==> config.mk <==
export PLATFORM = sky130hd
export DESIGN_NAME = mem_access_unit
export DESIGN_NICKNAME = d
export VERILOG_FILES = /design/src/rtl/mem_access_unit.sv
export SDC_FILE = /design/constraint.sdc
export NUM_CORES = 1
export LEC_CHECK = 0
export CORE_UTILIZATION = 45
export DETAILED_ROUTE_END_ITERATION = 7
export DONT_BUFFER_PORTS = 1
export PLACE_DENSITY = 0.59
export SETUP_SLACK_MARGIN = 0.5
export SKIP_CTS_REPAIR_TIMING = 1
export SLEW_MARGIN = 20
export SYNTH_ARGS = -nofsm -noshare
export SYNTH_HDL_FRONTEND = slang
export SYNTH_SLANG_ARGS = --single-unit
==> constraint.sdc <==
create_clock -name clk -period 6.1 [get_ports clk]
set_input_delay 0.61 -clock clk [delete_from_list [all_inputs] [get_ports clk]]
set_output_delay 0.61 -clock clk [all_outputs]
set_load 0.02 [all_outputs]
==> src/rtl/mem_access_unit.sv <==
// rtl/mem_access_unit.sv - RV32I load/store initiator for a word-addressed data memory
module mem_access_unit #(
    parameter int MEM_BYTES = 256
) (
    input  logic        clk,
    input  logic        reset,
    input  logic        req_valid,
    output logic        req_ready,
    input  logic        req_write,
    input  logic [2:0]  req_funct3,
    input  logic [31:0] req_addr,
    input  logic [31:0] req_wdata,
    output logic        resp_valid,
    output logic [31:0] resp_rdata,
    output logic        resp_err,
    output logic [31:0] address,
    output logic [31:0] write_data,
    output logic        mem_read,
    output logic        mem_write,
    input  logic [31:0] read_data
);

    localparam logic [31:0] ADDR_LIMIT = 32'(MEM_BYTES);

    typedef enum logic [1:0] {
        IDLE,
        RD,
        WR,
        DONE
    } state_t;

    state_t      state;
    logic        write_q;
    logic [2:0]  funct3_q;
    logic [31:0] addr_q;
    logic [31:0] wdata_q;   // store data; replaced by the merged word for sub-word stores
    logic [31:0] rdata_q;   // extended load result, 0 for stores and errors
    logic        err_q;

    logic        illegal;
    logic        misaligned;
    logic        out_of_range;
    logic        req_err;
    logic [7:0]  byte_lane;
    logic [15:0] half_lane;
    logic [31:0] load_ext;
    logic [31:0] merged;

    // Request validation on the raw inputs, only consumed in the accept cycle
    always_comb begin
        illegal      = req_write ? (req_funct3 > 3'b010)
                                 : (req_funct3 == 3'b011 || req_funct3[2:1] == 2'b11);
        misaligned   = (req_funct3[1:0] == 2'b01 && req_addr[0]) ||
                       (req_funct3[1:0] == 2'b10 && req_addr[1:0] != 2'b00);
        out_of_range = (req_addr >= ADDR_LIMIT);
        req_err      = illegal || misaligned || out_of_range;
    end

    // Lane extraction with sign/zero extension for loads
    always_comb begin
        byte_lane = read_data[{addr_q[1:0], 3'b000} +: 8];
        half_lane = addr_q[1] ? read_data[31:16] : read_data[15:0];
        case (funct3_q)
            3'b000:  load_ext = {{24{byte_lane[7]}}, byte_lane};
            3'b001:  load_ext = {{16{half_lane[15]}}, half_lane};
            3'b100:  load_ext = {24'h0, byte_lane};
            3'b101:  load_ext = {16'h0, half_lane};
            default: load_ext = read_data;
        endcase
    end

    // Read-modify-write merge: replace only the addressed byte/half lane
    always_comb begin
        merged = read_data;
        if (funct3_q[1:0] == 2'b00) begin
            merged[{addr_q[1:0], 3'b000} +: 8] = wdata_q[7:0];
        end else begin
            merged[{addr_q[1], 4'b0000} +: 16] = wdata_q[15:0];
        end
    end

    // Access sequencer: IDLE -> (RD) -> (WR) -> DONE -> IDLE
    always_ff @(posedge clk) begin
        if (reset) begin
            state    <= IDLE;
            write_q  <= 1'b0;
            funct3_q <= 3'b000;
            addr_q   <= 32'h0;
            wdata_q  <= 32'h0;
            rdata_q  <= 32'h0;
            err_q    <= 1'b0;
        end else begin
            unique case (state)
                IDLE: begin
                    if (req_valid) begin
                        write_q  <= req_write;
                        funct3_q <= req_funct3;
                        addr_q   <= req_addr;
                        wdata_q  <= req_wdata;
                        rdata_q  <= 32'h0;
                        err_q    <= req_err;
                        if (req_err) begin
                            state <= DONE;
                        end else if (req_write && req_funct3 == 3'b010) begin
                            state <= WR;
                        end else begin
                            state <= RD;
                        end
                    end
                end
                RD: begin
                    if (write_q) begin
                        wdata_q <= merged;
                        state   <= WR;
                    end else begin
                        rdata_q <= load_ext;
                        state   <= DONE;
                    end
                end
                WR: begin
                    state <= DONE;
                end
                DONE: begin
                    rdata_q <= 32'h0;
                    err_q   <= 1'b0;
                    state   <= IDLE;
                end
            endcase
        end
    end

    assign req_ready  = !reset && (state == IDLE);
    assign mem_read   = !reset && (state == RD);
    assign mem_write  = !reset && (state == WR);
    assign resp_valid = !reset && (state == DONE);
    assign resp_rdata = (!reset && state == DONE) ? rdata_q : 32'h0;
    assign resp_err   = !reset && (state == DONE) && err_q;
    assign address    = (!reset && (state == RD || state == WR)) ? {addr_q[31:2], 2'b00} : 32'h0;
    assign write_data = (!reset && state == WR) ? wdata_q : 32'h0;

endmodule

==> results of run 1 <==
==> per-stage QoR <==
step           hold slack [ns]  area [um^2]  cells  util [%]  setup WS, ns
4_1_cts                 0.3117         6045    865     48.09         2.749
3_5_place_dp            0.4383         5786    849     46.03         3.056
5_1_grt                 0.3070         6078    866     48.36         2.563
6_report                0.3198         6078    866     48.36         2.719
3_3_place_gp            0.4327         5786    849     46.03         3.148
2_1_floorplan           0.4273         5784    730         -         3.995
==> final timing paths <==
check                           startpoint          to  cells past startpoint
worst min-delay path                 reset  addr_q[11]                      1
worst max-delay path              state[1]    mem_read                      4
worst min register to register  addr_q[14]  addr_q[14]                      2
worst max register to register    state[1]  wdata_q[5]                      6
==> power by group through the flow <==
stage               sequential, mW  combinational [mW]  clock (mW)
floorplan                    0.866               0.558           0
global placement             0.907               0.645           0
detailed placement           0.911               0.660           0
CTS                          0.896               0.661       0.540
global route                 0.915               0.747       0.567
finish                       0.898               0.673       0.530
==> placed cells by master, fill, tap and decap left out, types with 8 or more instances in the layout <==
cell type | netlist | routed
a21oi_1 | 60 | 60
a311oi_1 | 9 | 9
clkbuf_16 | 0 | 9
mux2i_1 | 10 | 10
nor4_1 | 8 | 8
o21ai_0 | 17 | 17
dfxtp_1 | 103 | 103
ha_1 | 9 | 9
and2_1 | 90 | 90
nor2b_1 | 12 | 11
a22oi_1 | 8 | 8
and3_1 | 11 | 11
o22ai_1 | 8 | 8
o211ai_1 | 8 | 8
a211oi_1 | 22 | 22
nor2_1 | 34 | 34
nor3_1 | 10 | 10
nand2b_1 | 11 | 11
inv_1 | 31 | 31
nand2_1 | 111 | 111
a221oi_1 | 17 | 17
a22o_1 | 17 | 17
a32o_1 | 9 | 9
==> cell families after synthesis <==
kind of cell | synth area share [%]
fa+ha+maj | 1.948
simple gates | 27.16
other cells | 0.06487
buf+inv | 6.580
mux | 2.511
flops | 35.67
compound gates | 26.06
==> layout make-up <==
class | count | area [um^2]
clock inverter | 4 | 22.52
clock buffer | 12 | 236.5
fill | 1275 | 6490
timing repair buffer | 6 | 45.04
multi-input combinational | 537 | 3377
sequential | 103 | 2062
tap | 172 | 215.2
inverter | 32 | 120.1
==> metal layers <==
layer	vias to the layer above	part of all wire [%]	global-route usage (%)	wire, um
met1	2527	39	31.42	7110
met3	34	10	9.594	1880
li1	2499	-	-	-
met2	251	47	45.51	8623
met5	-	0	0	0
met4	0	3.3	12.21	597
==> sequential cells by signal, indices dropped and copies added (netlist names) <==
name,flops
addr_q,32
rdata_q,32
wdata_q,32
funct3_q,3
state,2
err_q,1
write_q,1
==> worst max-delay path, cell delays in order, from the launching register on <==
cell,delay [ns]
dfxtp_1,0.34
inv_1,0.09
ha_1,0.36
clkinv_1,0.91
nor2_1,0.72
==> impl_metrics.tcl, run 1 <==
set metrics [dict create \
    outcome "finished clean" \
    synth-edff-count 0 \
    min_period_over_period_pct 55.42 \
    place.gp.congestion 0.8959 \
    antenna_found_initial 0 \
    critPathCaptureType "output port" \
    synth_top_cell_by_area "dfxtp_1" \
    drt-total-wl_mm 18.21 \
    synth_most_common_cell "nand2_1" \
    fmax_mhz 295.8 \
    clkTransAtPathRegs_ns 0.07 \
    diodes 0 \
    io_pins 204 \
    p_int_mw 1.308 \
    drtPass1Iterations 6 \
    dieWidth_um 115.3 \
    worst-setup-path-type "register to output port" \
    initial_core_util_pct 45.99 \
    synth_top_cells_by_area "dfxtp_1 (36%), and2_1 (9.7%), nand2_1 (7.2%)" \
    setup_tns_ns 0 \
    min_path_type "input pin to register" \
    ir_drop_mv 0.1190 \
    yosys.area.top_type_share_pct 35.67 \
    min_period_ns 3.381 \
    row_count 41 \
    start_kind "register" \
    area_growth_syn_to_layout_pct 5.152 \
    synth_commonest_cells "nand2_1 (111), dfxtp_1 (103), and2_1 (90)" \
    max_slew.worst_pin.slew_ns 1.048 \
    synth_seq_cells 103 \
    drv_cap 0 \
    hold_viol 0 \
    p_sw_share_pct 37.76 \
    rsz0062_at_grt "false" \
    drtIter0Drc 397 \
    p_switching_mw 0.7932 \
    die_y_um 115.3 \
    cts_tree "done" \
    dp_hpwl_mm 13.43 \
    ys.flop_type "dfxtp_1" \
    ant_nets 0 \
    synthDistinctLibCells 59 \
    io_buffers 0 \
    synth_cells 729 \
    vias_per_cell 6.133 \
    grt_max_degree 96 \
    cp_max_fo 35 \
    power_frac_seq_pct 42.7 \
    num_vias 5311 \
    grt.overflow.total 0 \
    power_mw 2.101 \
    cts_root_buf "clkbuf_16" \
    clock_power_share_pct 25.2 \
    cp.required_ns 5.49 \
    finClkSkew_ns 0.007359 \
    htreeDepth 3 \
    syn_area_mm2 0.005781 \
    synth_warnings 0 \
    final-max-slew-violation-count 0 \
    cts_num_sinks 103 \
    final_net_count 801 \
    grt_pass1_wl_mm 27.28 \
    crit_arrival_ns 2.77 \
    track_usage_pct 27.29 \
    comb_power_share_pct 32.0 \
    power_density_mw_per_mm2 345.6 \
    syn_area_per_cell_um2 7.929 \
    clk_latency_ns 0.35 \
    relSlewSlack_pct 29.70 \
    async_reset_ff_share_pct 0 \
    routedWlPerCell_um 21.03 \
    leakage_nw 2.179 \
    dieArea_mm2 0.01330 \
    coreArea_mm2 0.01257 \
    numCtsBuffers 9 \
    yosysSeqAreaShare_pct 35.67 \
    clockBufferDepth 2 \
    drc_errors 0 \
    r2r_slack_ns 2.97 \
    grt_pass1_vias 5055 \
    setup_violations 0 \
    drive_gt1_share_pct 4.755 \
]
Note: power is estimated with default switching activity, not from simulation.
==> run 2, diff against run 1 <==
--- a/config.mk
+++ b/config.mk
@@ -5,6 +5,7 @@
 export SDC_FILE = /design/constraint.sdc
 export NUM_CORES = 1
 export LEC_CHECK = 0
+export ABC_AREA = 1
 export CORE_UTILIZATION = 45
 export DETAILED_ROUTE_END_ITERATION = 7
 export DONT_BUFFER_PORTS = 1
==> constraint.sdc (replaced) <==
create_clock -name clk -period 3.33 [get_ports clk]
set_input_delay 0.333 -clock clk [delete_from_list [all_inputs] [get_ports clk]]
set_output_delay 0.333 -clock clk [all_outputs]
set_load 0.02 [all_outputs]
==> run 2 against run 1 <==
  * Flip-flop and latch count unchanged
  * Cell area up 9.8%
  * Critical path type unchanged
  * Die area up 5.8%
  * Sequential power up 76%
  * Clock power up 84%
  * Critical endpoint is now write_data[5]
==> impl_metrics.tcl, run 2 <==
set metrics [dict create \
    rr_endpoint "wdata_q[5]" \
    routedWlPerCell_um 16.59 \
    grt_pass1_vias 5572 \
    start_kind "register" \
    htreeDepth 3 \
    crit_arrival_ns 2.36 \
    worst_slack_ns 0.6348 \
    leakage_nw 2.592 \
    dp_hpwl_mm 14.02 \
    clk_latency_ns 0.35 \
    grt_max_degree 74 \
    drc_errors 0 \
    min_path_cells 1 \
    ys.flop_type "dfxtp_1" \
    yosys.area.top_type_share_pct 33.68 \
    reg2reg_from "state[0]" \
    synth_commonest_cells "nor2_1 (160), inv_1 (154), nand2_1 (153)" \
    finClkSkew_ns 0.006467 \
    dieWidth_um 118.6 \
    die_y_um 118.6 \
    final-max-slew-violation-count 0 \
    min_period_over_period_pct 80.94 \
    place.gp.congestion 0.9307 \
    multi_input_area_mm2 0.003208 \
    track_usage_pct 26.71 \
    biggestRegsByFlops "addr_q x32, rdata_q x32, wdata_q x32" \
    hold_viol 0 \
    cts_num_sinks 103 \
    synth_top_cells_by_area "dfxtp_1 (34%), a21oi_1 (10%), nor2_1 (9.8%)" \
    power_density_mw_per_mm2 599.9 \
    outcome "finished clean" \
    synth_most_common_cell "nor2_1" \
    clkTransAtPathRegs_ns 0.07 \
    place_ws_ns 0.8830 \
    drtPass1Iterations 5 \
    ir_drop_mv 0.2606 \
    power_mw 4.003 \
    grtUsageMet1_pct 33.06 \
    synth_warnings 0 \
    min_path_type "input pin to register" \
    final-seq-area_mm2 0.002062 \
    synth-edff-count 0 \
    antenna_found_initial 0 \
    synth_seq_cells 103 \
    layout_commonest_cell "nor2_1" \
    initial_core_util_pct 46.23 \
    min_to "state[0]" \
    final_net_count 1094 \
    fmax_mhz 371.0 \
    row_count 42 \
    clockBufferDepth 2 \
    cp.required_ns 3.00 \
    setup_violations 0 \
    numCtsBuffers 9 \
    synthDistinctLibCells 39 \
    max_slew.worst_pin.slew_ns 0.6411 \
    coreArea_mm2 0.01324 \
    drive_gt1_share_pct 8.537 \
    cp_max_fo 16 \
    area_growth_syn_to_layout_pct 8.992 \
    fill_cells 1495 \
    r2r_slack_ns 0.93 \
    min_period_ns 2.695 \
    rsz0062_at_grt "false" \
    async_reset_ff_share_pct 0 \
    syn_area_per_cell_um2 6.209 \
    synth_top_cell_by_area "dfxtp_1" \
    relSlewSlack_pct 57.22 \
    layout_common_cells "nor2_1 (158), inv_1 (152), nand2_1 (152), a21oi_1 (122), dfxtp_1 (103)" \
    ant_nets 0 \
    diodes 0 \
    drtIter0Drc 331 \
    drt-total-wl_mm 19.25 \
    yosysSeqAreaShare_pct 33.68 \
    rr_worst_depth 9 \
    num_vias 6161 \
    top_usage_layer "met2" \
    grt_pass1_wl_mm 29.27 \
    vias_per_cell 5.311 \
    cts_root_buf "clkbuf_16" \
    critPathCaptureType "output port" \
    setup_tns_ns 0 \
    cts_tree "done" \
    io_buffers 0 \
    io_pins 204 \
    grt.overflow.total 0 \
    syn_area_mm2 0.006122 \
    worst-setup-path-type "register to output port" \
    drv_cap 0 \
    dieArea_mm2 0.01408 \
    min-delay-start "reset" \
    synth_cells 986 \
    met2_usage_pct 43.60 \
    grtUsageMet3_pct 7.722 \
]
-- run 2: cell types whose count changed after synthesis, sizes merged, moves of 17 or more --
cell,previous run,this run
a211oi,23,5
nor2,34,164
a22o,17,0
inv,31,160
nand3,3,40
nand2,113,159
a221oi,17,0
a21oi,60,126
and2,90,1
o21ai,17,102
-- run 2: worst max-delay path: stages, from the launching register on --
cell and delay [ns]:
dfxtp_1 0.34, inv_1 0.08, ha_1 0.14, inv_1 0.08, nor2_2 0.51, clkinvlp_4 0.46, nor2_1 0.40
-- run 2: report_power, final --
| part | total (mW) | switching [mW] | internal [mW] | leakage, nW |
|---|---|---|---|---|
| Clock | 0.975 | 0.458 | 0.516 | 0.121 |
| Combinational | 1.45 | 1.02 | 0.426 | 1.63 |
| Sequential | 1.58 | 0.123 | 1.46 | 0.846 |
-- run 2: worst max path at each step --
stage	from	to	slack (ns)	depth (start not counted)
detailed placement	state[0]	write_data[12]	0.88	6
global route	state[0]	write_data[0]	0.54	6
CTS	state[0]	write_data[12]	0.51	6
finish	state[0]	write_data[5]	0.63	6
global placement	state[0]	write_data[9]	0.94	6
floorplan	state[0]	write_data[10]	1.42	7
-- run 2: per-layer routing --
metal	vias up	wire, um
met5	-	0
met4	0	466
met3	29	1769
met2	232	8916
met1	2755	8095
li1	3145	-
-- run 2: stage by stage --
stage          utilization (%)  cell area [um^2]  hold WS [ns]  std cells
2_1_floorplan                -              6126        0.4300        987
3_3_place_gp             48.11              6371        0.4113       1143
3_5_place_dp             48.11              6371        0.4124       1143
4_1_cts                  50.03              6625       0.04131       1156
5_1_grt                  50.39              6673       0.03646       1160
6_report                 50.39              6673       0.04220       1160
-- run 2: final cells by class --
class,count,share of cell area (%)
multi-input cells,665,48.08
well taps,176,3.300
repair buffers,40,4.500
inverters,161,9.188
repair inverters,2,0.2250
clock buffers,12,3.694
clock inverters,1,0.1125
flip-flops and latches,103,30.90
-- run 2: cells by family after synthesis --
| family | after synthesis | share of synthesized area, % |
|---|---|---|
| simple gates | 377 | 25.16 |
| compound gates | 277 | 25.08 |
| buf+inv | 219 | 14.18 |
| flops | 103 | 33.68 |
| fa+ha+maj | 9 | 1.839 |
| other cells | 1 | 0.06125 |
==> run 3, diff against run 2 <==
--- a/config.mk
+++ b/config.mk
@@ -9,7 +9,7 @@
 export CORE_UTILIZATION = 45
 export DETAILED_ROUTE_END_ITERATION = 7
 export DONT_BUFFER_PORTS = 1
-export PLACE_DENSITY = 0.59
+export PLACE_DENSITY = 0.61
 export SETUP_SLACK_MARGIN = 0.5
 export SKIP_CTS_REPAIR_TIMING = 1
 export SLEW_MARGIN = 20
==> constraint.sdc (replaced) <==
create_clock -name clk -period 2.4 [get_ports clk]
set_input_delay 0.24 -clock clk [delete_from_list [all_inputs] [get_ports clk]]
set_output_delay 0.24 -clock clk [all_outputs]
set_load 0.02 [all_outputs]
==> run 3 against run 2 <==
  * Flip-flop and latch count did not move
  * Die area did not move
  * Global-route usage fell by 0.26 points
  * Clock power rose by 43%
  * Register-to-register slack got worse by 0.44 ns
  * Largest cell class unchanged
  * Critical endpoint is now write_data[15]
  * Cell area rose by 12%
  * Count of clock-buffer cells in the layout rose by 1
  * Via count rose by 6.8%
==> impl_metrics.tcl, run 3 (synthesized netlist as in run 2, its figures left out) <==
set metrics [dict create \
    final-seq-area_mm2 0.002068 \
    ir_drop_mv 0.3800 \
    htreeDepth 3 \
    grt.overflow.total 0 \
    drtPass1Iterations 5 \
    drc_errors 0 \
    worst-setup-path-type "register to output port" \
    layout_common_cells "inv_1 (151), nand2_1 (150), nor2_1 (147), a21oi_1 (122), buf_4 (105)" \
    io_buffers 0 \
    power_mw 5.828 \
    final-max-slew-violation-count 0 \
    drtIter0Drc 418 \
    slowest_delay_ns 0.36 \
    min_period_ns 2.010 \
    numCtsBuffers 9 \
    track_usage_pct 26.45 \
    clockBufferDepth 2 \
    setup_violations 0 \
    row_count 42 \
    die_y_um 118.6 \
    worst_path_max_delay_cell "dfxtp_4" \
    initial_core_util_pct 46.23 \
    min_period_over_period_pct 83.74 \
    rr_endpoint "wdata_q[5]" \
    grt_max_degree 70 \
    vias_per_cell 5.317 \
    cp_max_fo 16 \
    clk_latency_ns 0.35 \
    min_to "wdata_q[21]" \
    biggestRegsByFlops "addr_q x32, rdata_q x32, wdata_q x32" \
    drt-total-wl_mm 19.52 \
    place.gp.congestion 0.9282 \
    setup_tns_ns 0 \
    io_pins 204 \
    dp_hpwl_mm 14.21 \
    crit_arrival_ns 1.77 \
    outcome "finished clean" \
    routedWlPerCell_um 15.76 \
    hold_viol 0 \
    drive_gt1_share_pct 17.04 \
    fmax_mhz 497.6 \
    drv_cap 0 \
    multi_input_area_mm2 0.003272 \
    r2r_slack_ns 0.49 \
    worst_slack_ns 0.3902 \
    power_density_mw_per_mm2 783.1 \
    finClkSkew_ns 0.005431 \
    cp_num_cells 8 \
    area_growth_syn_to_layout_pct 21.56 \
    min-delay-start "read_data[21]" \
    clkTransAtPathRegs_ns 0.07 \
    layout_commonest_cell "inv_1" \
    path_buf_inv 5 \
    cts_root_buf "clkbuf_16" \
    grt_pass1_vias 5750 \
    rr_worst_depth 8 \
    leakage_nw 3.068 \
    cp.required_ns 2.16 \
    cts_num_sinks 103 \
    cp_common_cell "inv_4" \
    final_cell_area_mm2 0.007442 \
    antenna_found_initial 0 \
    critPathTopFamily "buffers and inverters" \
    dieArea_mm2 0.01408 \
    path_cells "inv_2, ha_2, inv_4, nor2_4, inv_4, buf_12, nor2_1, buf_4" \
    coreArea_mm2 0.01324 \
    start_kind "register" \
    ant_nets 0 \
    fill_cells 1374 \
    rsz0062_at_grt "true" \
    min_path_cells 2 \
    critPathCaptureType "output port" \
    place_ws_ns 0.4039 \
    min_path_type "input pin to register" \
    post_dp_cell_area_mm2 0.006904 \
    diodes 0 \
    final_net_count 1169 \
    dieWidth_um 118.6 \
    cts_tree "done" \
    grt_pass1_wl_mm 29.23 \
    whs_ns 0.04361 \
    num_vias 6582 \
    reg2reg_from "state[1]" \
]
==> run 3: report_power, final <==
group          total [mW]  leakage, nW  switching [mW]  internal, mW
sequential           2.20        0.847           0.173          2.03
combinational        2.24         2.09            1.49         0.752
clock                1.39        0.134           0.659         0.733
==> run 3: layout make-up <==
type                            instances  area share, %
Multi-Input combinational cell        666          43.96
Sequential cell                       103          27.79
Timing Repair Buffer                  116          13.37
Inverter                              161          8.305
Clock buffer                           13          3.362
Tap cell                              176          2.959
Clock inverter                          3         0.2522
==> run 3: layer usage <==
| metal | track usage, % | wire length (um) | vias to the layer above |
|---|---|---|---|
| li1 | - | - | 3298 |
| met1 | 32.53 | 8108 | 2978 |
| met2 | 43.27 | 9007 | 269 |
| met3 | 6.757 | 1793 | 37 |
| met4 | 11.95 | 607 | 0 |
| met5 | 0 | 0 | - |
==> run 3: worst max path at each step <==
stage	from	slack [ns]	endpoint
after floorplan	state[0]	0.58	write_data[10]
final	state[0]	0.39	write_data[15]
after global routing	state[0]	0.31	write_data[26]
after detailed placement	state[0]	0.40	err_q
after CTS	state[0]	0.1	write_data[5]
after global placement	state[0]	0.40	err_q
==> run 3: per-stage QoR <==
step                      utilization, %  instances
after floorplan                        -        987
after global placement             52.14       1214
after detailed placement           52.14       1214
after CTS                          54.17       1230
after global routing               56.20       1238
final                              56.20       1238
